### src/rtl/i_fetch.sv
// rtl/i_fetch.sv - MIPS instruction-fetch stage: PC, imem req/ack handshake, IF/ID register
// Holds one stalled fetch in a skid buffer and drains orphaned requests after a redirect.
module i_fetch #(
  parameter logic [31:0] RESET_PC = 32'h0000_0000
) (
  input  logic        clk,
  input  logic        rst,
  input  logic        stall,
  input  logic        redirect,
  input  logic [31:0] redirect_pc,
  output logic        imem_req,
  output logic [31:0] imem_addr,
  input  logic        imem_ack,
  input  logic [31:0] imem_rdata,
  output logic [31:0] instruction_out,
  output logic [31:0] npc_out,
  output logic        valid_out
);

  typedef enum logic [1:0] {FETCH, HOLD, DROP} state_t;

  state_t      state, state_n;
  logic [31:0] pc, pc_n;
  logic [31:0] skid_instr, skid_instr_n;
  logic [31:0] skid_npc, skid_npc_n;
  logic [31:0] drop_addr, drop_addr_n;
  logic [31:0] instr_n, npc_n;
  logic        valid_n;
  logic [31:0] pc_plus4;
  logic [31:0] target;

  assign pc_plus4 = pc + 32'd4;
  assign target   = {redirect_pc[31:2], 2'b00};

  // DROP keeps the orphaned address on the bus so the memory sees a stable request
  assign imem_req  = !rst && (state != HOLD);
  assign imem_addr = (state == DROP) ? drop_addr : pc;

  always_ff @(posedge clk) begin
    if (rst) begin
      state           <= FETCH;
      pc              <= RESET_PC;
      skid_instr      <= 32'h0;
      skid_npc        <= 32'h0;
      drop_addr       <= 32'h0;
      instruction_out <= 32'h0;
      npc_out         <= 32'h0;
      valid_out       <= 1'b0;
    end else begin
      state           <= state_n;
      pc              <= pc_n;
      skid_instr      <= skid_instr_n;
      skid_npc        <= skid_npc_n;
      drop_addr       <= drop_addr_n;
      instruction_out <= instr_n;
      npc_out         <= npc_n;
      valid_out       <= valid_n;
    end
  end

  always_comb begin
    state_n      = state;
    pc_n         = pc;
    skid_instr_n = skid_instr;
    skid_npc_n   = skid_npc;
    drop_addr_n  = drop_addr;
    instr_n      = instruction_out;
    npc_n        = npc_out;
    valid_n      = valid_out;

    if (redirect) begin
      instr_n = 32'h0;
      valid_n = 1'b0;
      pc_n    = target;
      if (state == FETCH && !imem_ack) begin
        state_n     = DROP;
        drop_addr_n = pc;
      end else if (state == DROP && !imem_ack) begin
        state_n = DROP;
      end else begin
        state_n = FETCH;
      end
    end else begin
      case (state)
        FETCH: begin
          if (imem_ack) begin
            if (stall) begin
              skid_instr_n = imem_rdata;
              skid_npc_n   = pc_plus4;
              state_n      = HOLD;
            end else begin
              instr_n = imem_rdata;
              npc_n   = pc_plus4;
              valid_n = 1'b1;
              pc_n    = pc_plus4;
            end
          end else if (!stall) begin
            instr_n = 32'h0;
            valid_n = 1'b0;
          end
        end
        HOLD: begin
          if (!stall) begin
            instr_n = skid_instr;
            npc_n   = skid_npc;
            valid_n = 1'b1;
            pc_n    = pc_plus4;
            state_n = FETCH;
          end
        end
        DROP: begin
          if (imem_ack) begin
            state_n = FETCH;
            if (!stall) begin
              instr_n = 32'h0;
              valid_n = 1'b0;
            end
          end
        end
        default: state_n = FETCH;
      endcase
    end
  end

endmodule

### config.mk
export PLATFORM = sky130hd
export DESIGN_NAME = i_fetch
export DESIGN_NICKNAME = d
export VERILOG_FILES = /design/src/rtl/i_fetch.sv
export SDC_FILE = /design/constraint.sdc
export NUM_CORES = 1
export LEC_CHECK = 0
export CORE_ASPECT_RATIO = 0.8
export CORE_MARGIN = 2
export CORE_UTILIZATION = 47
export CTS_CLUSTER_SIZE = 8
export DETAILED_ROUTE_END_ITERATION = 6
export PLACE_DENSITY = 0.88
export SLEW_MARGIN = 10
export SYNTH_ARGS = -nofsm -noshare
export SYNTH_HDL_FRONTEND = slang
export SYNTH_SLANG_ARGS = --single-unit
### constraint.sdc
create_clock -name clk -period 2.05 [get_ports clk]
set_input_delay 0.41 -clock clk [delete_from_list [all_inputs] [get_ports clk]]
set_output_delay 0.41 -clock clk [all_outputs]
set_load 0.01 [all_outputs]
==> After elaboration in Yosys (flattened, before gate mapping) <==
Index checks and enable logic that the tools add are counted.
{ "totals": {"regBits": 195, "output_inout_bits": 98} }
{ "op_classes": {"add_sub_neg": 1, "eq_ne": 12, "muxes": 28, "n_bitwise": 1, "reduce_logical": 18} }
{ "ops": {"columns": ["operator", "count"], "rows": [
  ["32-bit 2-to-1 mux", 12],
  ["32-bit one-hot mux with 2 select lines", 2],
  ["32-bit one-hot mux with 3 select lines", 1],
  ["32-bit by 3-bit adder with 32-bit output, second input constant", 1],
  ["3-bit inequality test, second input constant", 5],
  ["2-bit 2-to-1 mux", 7],
  ["4-bit AND reduction", 3],
  ["2-bit inequality test, second input constant", 4],
  ["2-bit AND reduction", 4],
  ["2-bit one-hot mux with 3 select lines", 1],
  ["3-bit nonzero test", 2],
  ["5-bit AND reduction", 1],
  ["1-bit 2-to-1 mux", 4],
  ["1-bit logical AND", 3],
  ["1-bit one-hot mux with 3 select lines", 1],
  ["2-bit by 1-bit == test with 1-bit output, second input constant", 1],
  ["2-bit == test, second input constant", 1],
  ["1-bit zero test", 2],
  ["2-bit zero test", 1],
  ["2-bit by 1-bit inequality test with 1-bit output, second input constant", 1],
  ["2-bit nonzero test", 1],
  ["2-bit OR reduction", 1],
  ["1-bit NOT", 1]
]} }

==> Longest topological paths before layout <==
{ "logic_depth": {"word_depth": 5, "ltp_mapped": 10, "depth_no_buf": 7} }

==> Worst setup path before layout <==
Ideal clock, no wire load.
{ "synth_timing": {"kind": "register to register", "from": "register state[0]", "to": "register pc[15]", "setup_ns": 0.086, "t_arrival_ns": 2.112, "setup_slack_ns": -0.148, "stages_incl_launch_ff": 9, "period_less_slack_ns": 2.198, "cell_sequence": "dfxtp_1 -> inv_1 -> ha_1 -> mux2i_1 -> or2_2 -> buf_2 -> or3b_2 -> xnor2_1 -> a211oi_1"} }
{ "synth_between": {"elab_chain_len": 3, "word_cells_on_any_way": 7, "classes_between": "2 x eq/ne; 2 x mux; 3 x reduce/logical"} }
{ "synth_rtl": {"columns": ["item", "line", "rtl"], "rows": [
  ["start: declaration", "22", "state_t state, state_n;"],
  ["start signal: assignment", "50", "state <= state_n;"],
  ["2-bit by 1-bit == test with 1-bit output / 2-bit zero test (equally long branches)", "84", "case (state)"],
  ["32-bit one-hot mux with 2 select lines, or another cell as far along", "84", null],
  ["32-bit 2-to-1 mux / 2-bit AND reduction (equally long branches)", null, null],
  ["end signal: assignment", "51", "pc <= pc_n;"],
  ["end: declaration", "23", "logic [31:0] pc, pc_n;"]
]} }
Several ways; a longest one is shown, not always the timed one.
A chain may end at the register's enable or synchronous reset.

==> Worst setup path after layout <==
{ "layout_timing": {"from": "register pc[19]", "to": "register npc_out[30]"} }
{ "layout_between": {"elab_chain_len": 4} }
{ "layout_rtl": {"columns": ["item", "line", "rtl"], "rows": [
  ["32-bit by 3-bit adder with 32-bit output", "32", "assign pc_plus4 = pc + 32'd4;"],
  ["32-bit 2-to-1 mux", "87", "if (stall) begin"],
  ["32-bit 2-to-1 mux", "86", "if (imem_ack) begin"],
  ["32-bit one-hot mux with 2 select lines", "84", null],
  ["end signal: assignment", "56", "npc_out <= npc_n;"],
  ["end: declaration", "16", "output logic [31:0] npc_out,"]
]} }
No other way between the ends. The select of a mux whose other input is x is not followed.

==> key figures <==
CTS
  • Clock Root Buffer: clkbuf_16
  • CTS Sinks: between 150 and 200
  • Clk_lat worst skew: 0.43 ns
  • Longest Clk Path Bufs: 2
  • CTS buffer count: 17
  • Clock H-tree levels: 4
  • Clk slew on worst S/H paths: ~0.07 ns
  • CTS tree: done

Finish
  • Final Core Density: approximately 70%
  • Fillers: approximately 1200
  • Area Growth Syn to Fin: 45.0%
  • Commonest non-fill, non-tap cell in the layout: nand2_1
  • Commonest cells after routing, fill and taps aside: nand2_1, dfxtp_1, clkdlybuf4s50_1
  • Final net count: 1360
  • Share of post-route cells with drive strength above 1: about a quarter

STA
  • Fin crit share: 107%
  • Final hold violation count: 0
  • Setup TNS: -1.78 ns
  • Worst Clk Skew: about 0.010 ns
  • Worst Setup Slack, final: -0.134 ns
  • Max Freq: about 0.46 GHz
  • Worst-Margin Slew: about 0.8 ns
  • Slew HR: 47.1%
  • Min Hold Slack: between 0.4 and 0.5 ns
  • Final setup fails: 34
  • Slew Limit Fails: 0
  • RSZ-0062 raised after global routing: true
  • Tmin final: around 2.2 ns

Detailed routing
  • Vias per cell: a little over 6
  • Drt drc: 0
  • Via count: approximately 9400
  • DRT antenna net count: 0
  • Initial DRT Pass Iterations: 5
  • Starting DRC count in detailed routing: between 1000 and 1500
  • Routed WL per cell: between 20 and 25 um
  • WL final: ~31 mm

Status
  • Status: finished with violations
  • Violated checks: setup timing

GRT
  • Number of global-route vias before repair: ~8800
  • Met1 Usage GRT: a little under two fifths
  • Met3 usage: approximately 6.0%
  • GRT Total Usage: between 20% and 30%
  • GRT busiest layer: met2
  • Global-route wire length before repair: 45.6 mm
  • Initial antenna violation count: 1
  • Met2 usage: 46.0%
  • Largest net degree at the start of global routing: 90
  • Grt total ovfl: 0

Worst setup path
  • Number of buffers and inverters on the critical path: 1
  • Startpoint types: flop
  • Critical Path AT: ~2.5 ns
  • RR Endpoint: npc_out[30]
  • Crit path kind: flop to flop
  • Crit path from: pc[19]
  • Critical Path Max Stage Delay: about 0.52 ns
  • FF-to-FF Start: pc[19]
  • Crit-path slowest cell: dfxtp_1
  • Req. time, crit path: 2.36 ns
  • Register-to-register setup slack: -0.13 ns
  • Worst-path fanout max: 8
  • Worst path top cell family by delay: simple AND/OR/NAND/NOR gates
  • R2R cell count: 6
  • Crit. path cell count: 6
  • Crit. End Element: flop
  • CP Cell Sequence: nand4_1 -> nor4_1 -> buf_4 -> nand4_1 -> xor2_1 -> a221oi_1
  • Crit path to: npc_out[30]
  • Critical path's most frequent cell: nand4_1

Power and ir drop
  • Worst vdd ir: approximately 570 uV
  • Pleak: 4.63 nW
  • Power per cell area: 715 nW/um^2
  • Tot Pwr: between 9 and 10 mW

Logic synthesis
  • Post-synthesis cell count: approximately 1100
  • Yosys reg bits: 187
  • Top FF cell, synth: dfxtp_1
  • Netlist Area Pre-Place: roughly 9000 um^2
  • Register area share after synthesis: 42.8%
  • Synth async-reset ratio: 0%
  • Syn. warnings: 0
  • Syn_area_per_cell: roughly 8.1 um^2
  • EDFF count, synth: 0
  • Synth cell types: 61

Placed design
  • Hpwl dp: approximately 18 mm
  • Port bufs: 160
  • Pre-CTS WS: -0.273 ns
  • Placer Congestion: between 0.9 and 1

Hold path
  • Hold Path Class: flop to flop
  • Hold path depth: 2

Floorplanning
  • Core footprint: about 18000 um^2
  • Chip height: 126 um
  • Die area: ~20000 um^2
  • I/O pin count: roughly 170
  • Initial Util: 48.1%
  • Cell row count: 44
  • Die span in x: between 150 and 200 um

Flow run
  • Max Cap Viol: 0
## area by class of cell
type / count / area (um^2) / area share, %
multi-input cells: 775 / 5050 / 39.8
repair buffers: 291 / 2920 / 23.1
flip-flops and latches: 187 / 3750 / 29.6
diodes: 1 / 2.50 / 0.0197
inverters: 14 / 52.6 / 0.414
clock buffers: 23 / 478 / 3.77
well taps: 230 / 288 / 2.27
clock inverters: 8 / 133 / 1.05
## worst min-delay path by stage
| stage | slack, ns | start | to |
|---|---|---|---|
| after CTS | 0.46 | skid_instr[30] | skid_instr[30] |
| after global placement | 0.44 | drop_addr[6] | drop_addr[6] |
| after global routing | 0.47 | npc_out[2] | npc_out[2] |
| after detailed placement | 0.45 | drop_addr[10] | drop_addr[10] |
| final | 0.45 | skid_instr[27] | skid_instr[27] |
| after floorplan | 0.43 | drop_addr[10] | drop_addr[10] |
## timing repair
item,CTS,global route
setup buffers,18,6
pin swaps,4,27
gates resized for setup,194,87
cloned,2,3
hold buffers,0,0
endpoints found under the setup margin,48,118
## metal layers
layer	vias up	part of all wire, %
li1	4178	-
met1	4405	39
met2	652	47
met3	164	9.2
met4	0	5.2
met5	-	0
## worst register-to-register path: cells and delay by family, from the launching register on
kind,cells,cell delay (ns)
AO/OA/AOI/OAI,1,0.39
XOR/XNOR,1,0.19
buffers and inverters,1,0.19
flip-flops,1,0.52
AND/OR/NAND/NOR,3,0.76
## per-stage QoR
step	std cells	cell area, um^2
after global routing	1529	12700
after detailed placement	1470	11300
after floorplan	1079	8810
after CTS	1521	12200
after global placement	1470	11300
final	1529	12700
## cell usage after synthesis, drive strengths merged, types with 10 or more instances
cell / instances / area share [%]
inv: 13 / 0.56
a211oi: 49 / 4.3
nor3: 25 / 1.5
o21ai: 33 / 1.9
a31oi: 10 / 0.72
nand4: 20 / 1.6
dfxtp: 187 / 43
nand2: 194 / 8.4
xor2: 29 / 2.9
a22o: 32 / 3.2
nor2: 115 / 4.9
nand3: 28 / 1.7
mux2: 25 / 3.2
xnor2: 20 / 2.0
buf: 28 / 1.7
a22oi: 32 / 2.7
nor4: 15 / 1.7
a21oi: 81 / 4.6
clkbuf: 75 / 3.2
## kinds of logic (layout without fill, tap and decap cells)
logic type,Yosys count,in the layout,synth area share (%)
AOI/OAI and AO/OA,264,264,20.2
xor gates and xnor gates,49,49,4.91
adders and majority gates,5,5,0.715
buffers and inverters,117,336,5.56
DFF,187,187,42.8
muxes,32,32,4.02
other,1,5,0.0429
and+or+nand+nor,421,421,21.8
## registers in the layout, summed over array words and instances, names as in the netlist, named ones only
register and count:
pc 30, drop_addr 30, skid_npc 30, skid_instr 32, instruction_out 32, npc_out 30
state 2
## where the power goes
group	switching, mW	internal, mW
sequential	0.116	3.78
clock	1.45	2.03
combinational	0.868	0.823
No activity file was read; power rests on OpenSTA's default activity.
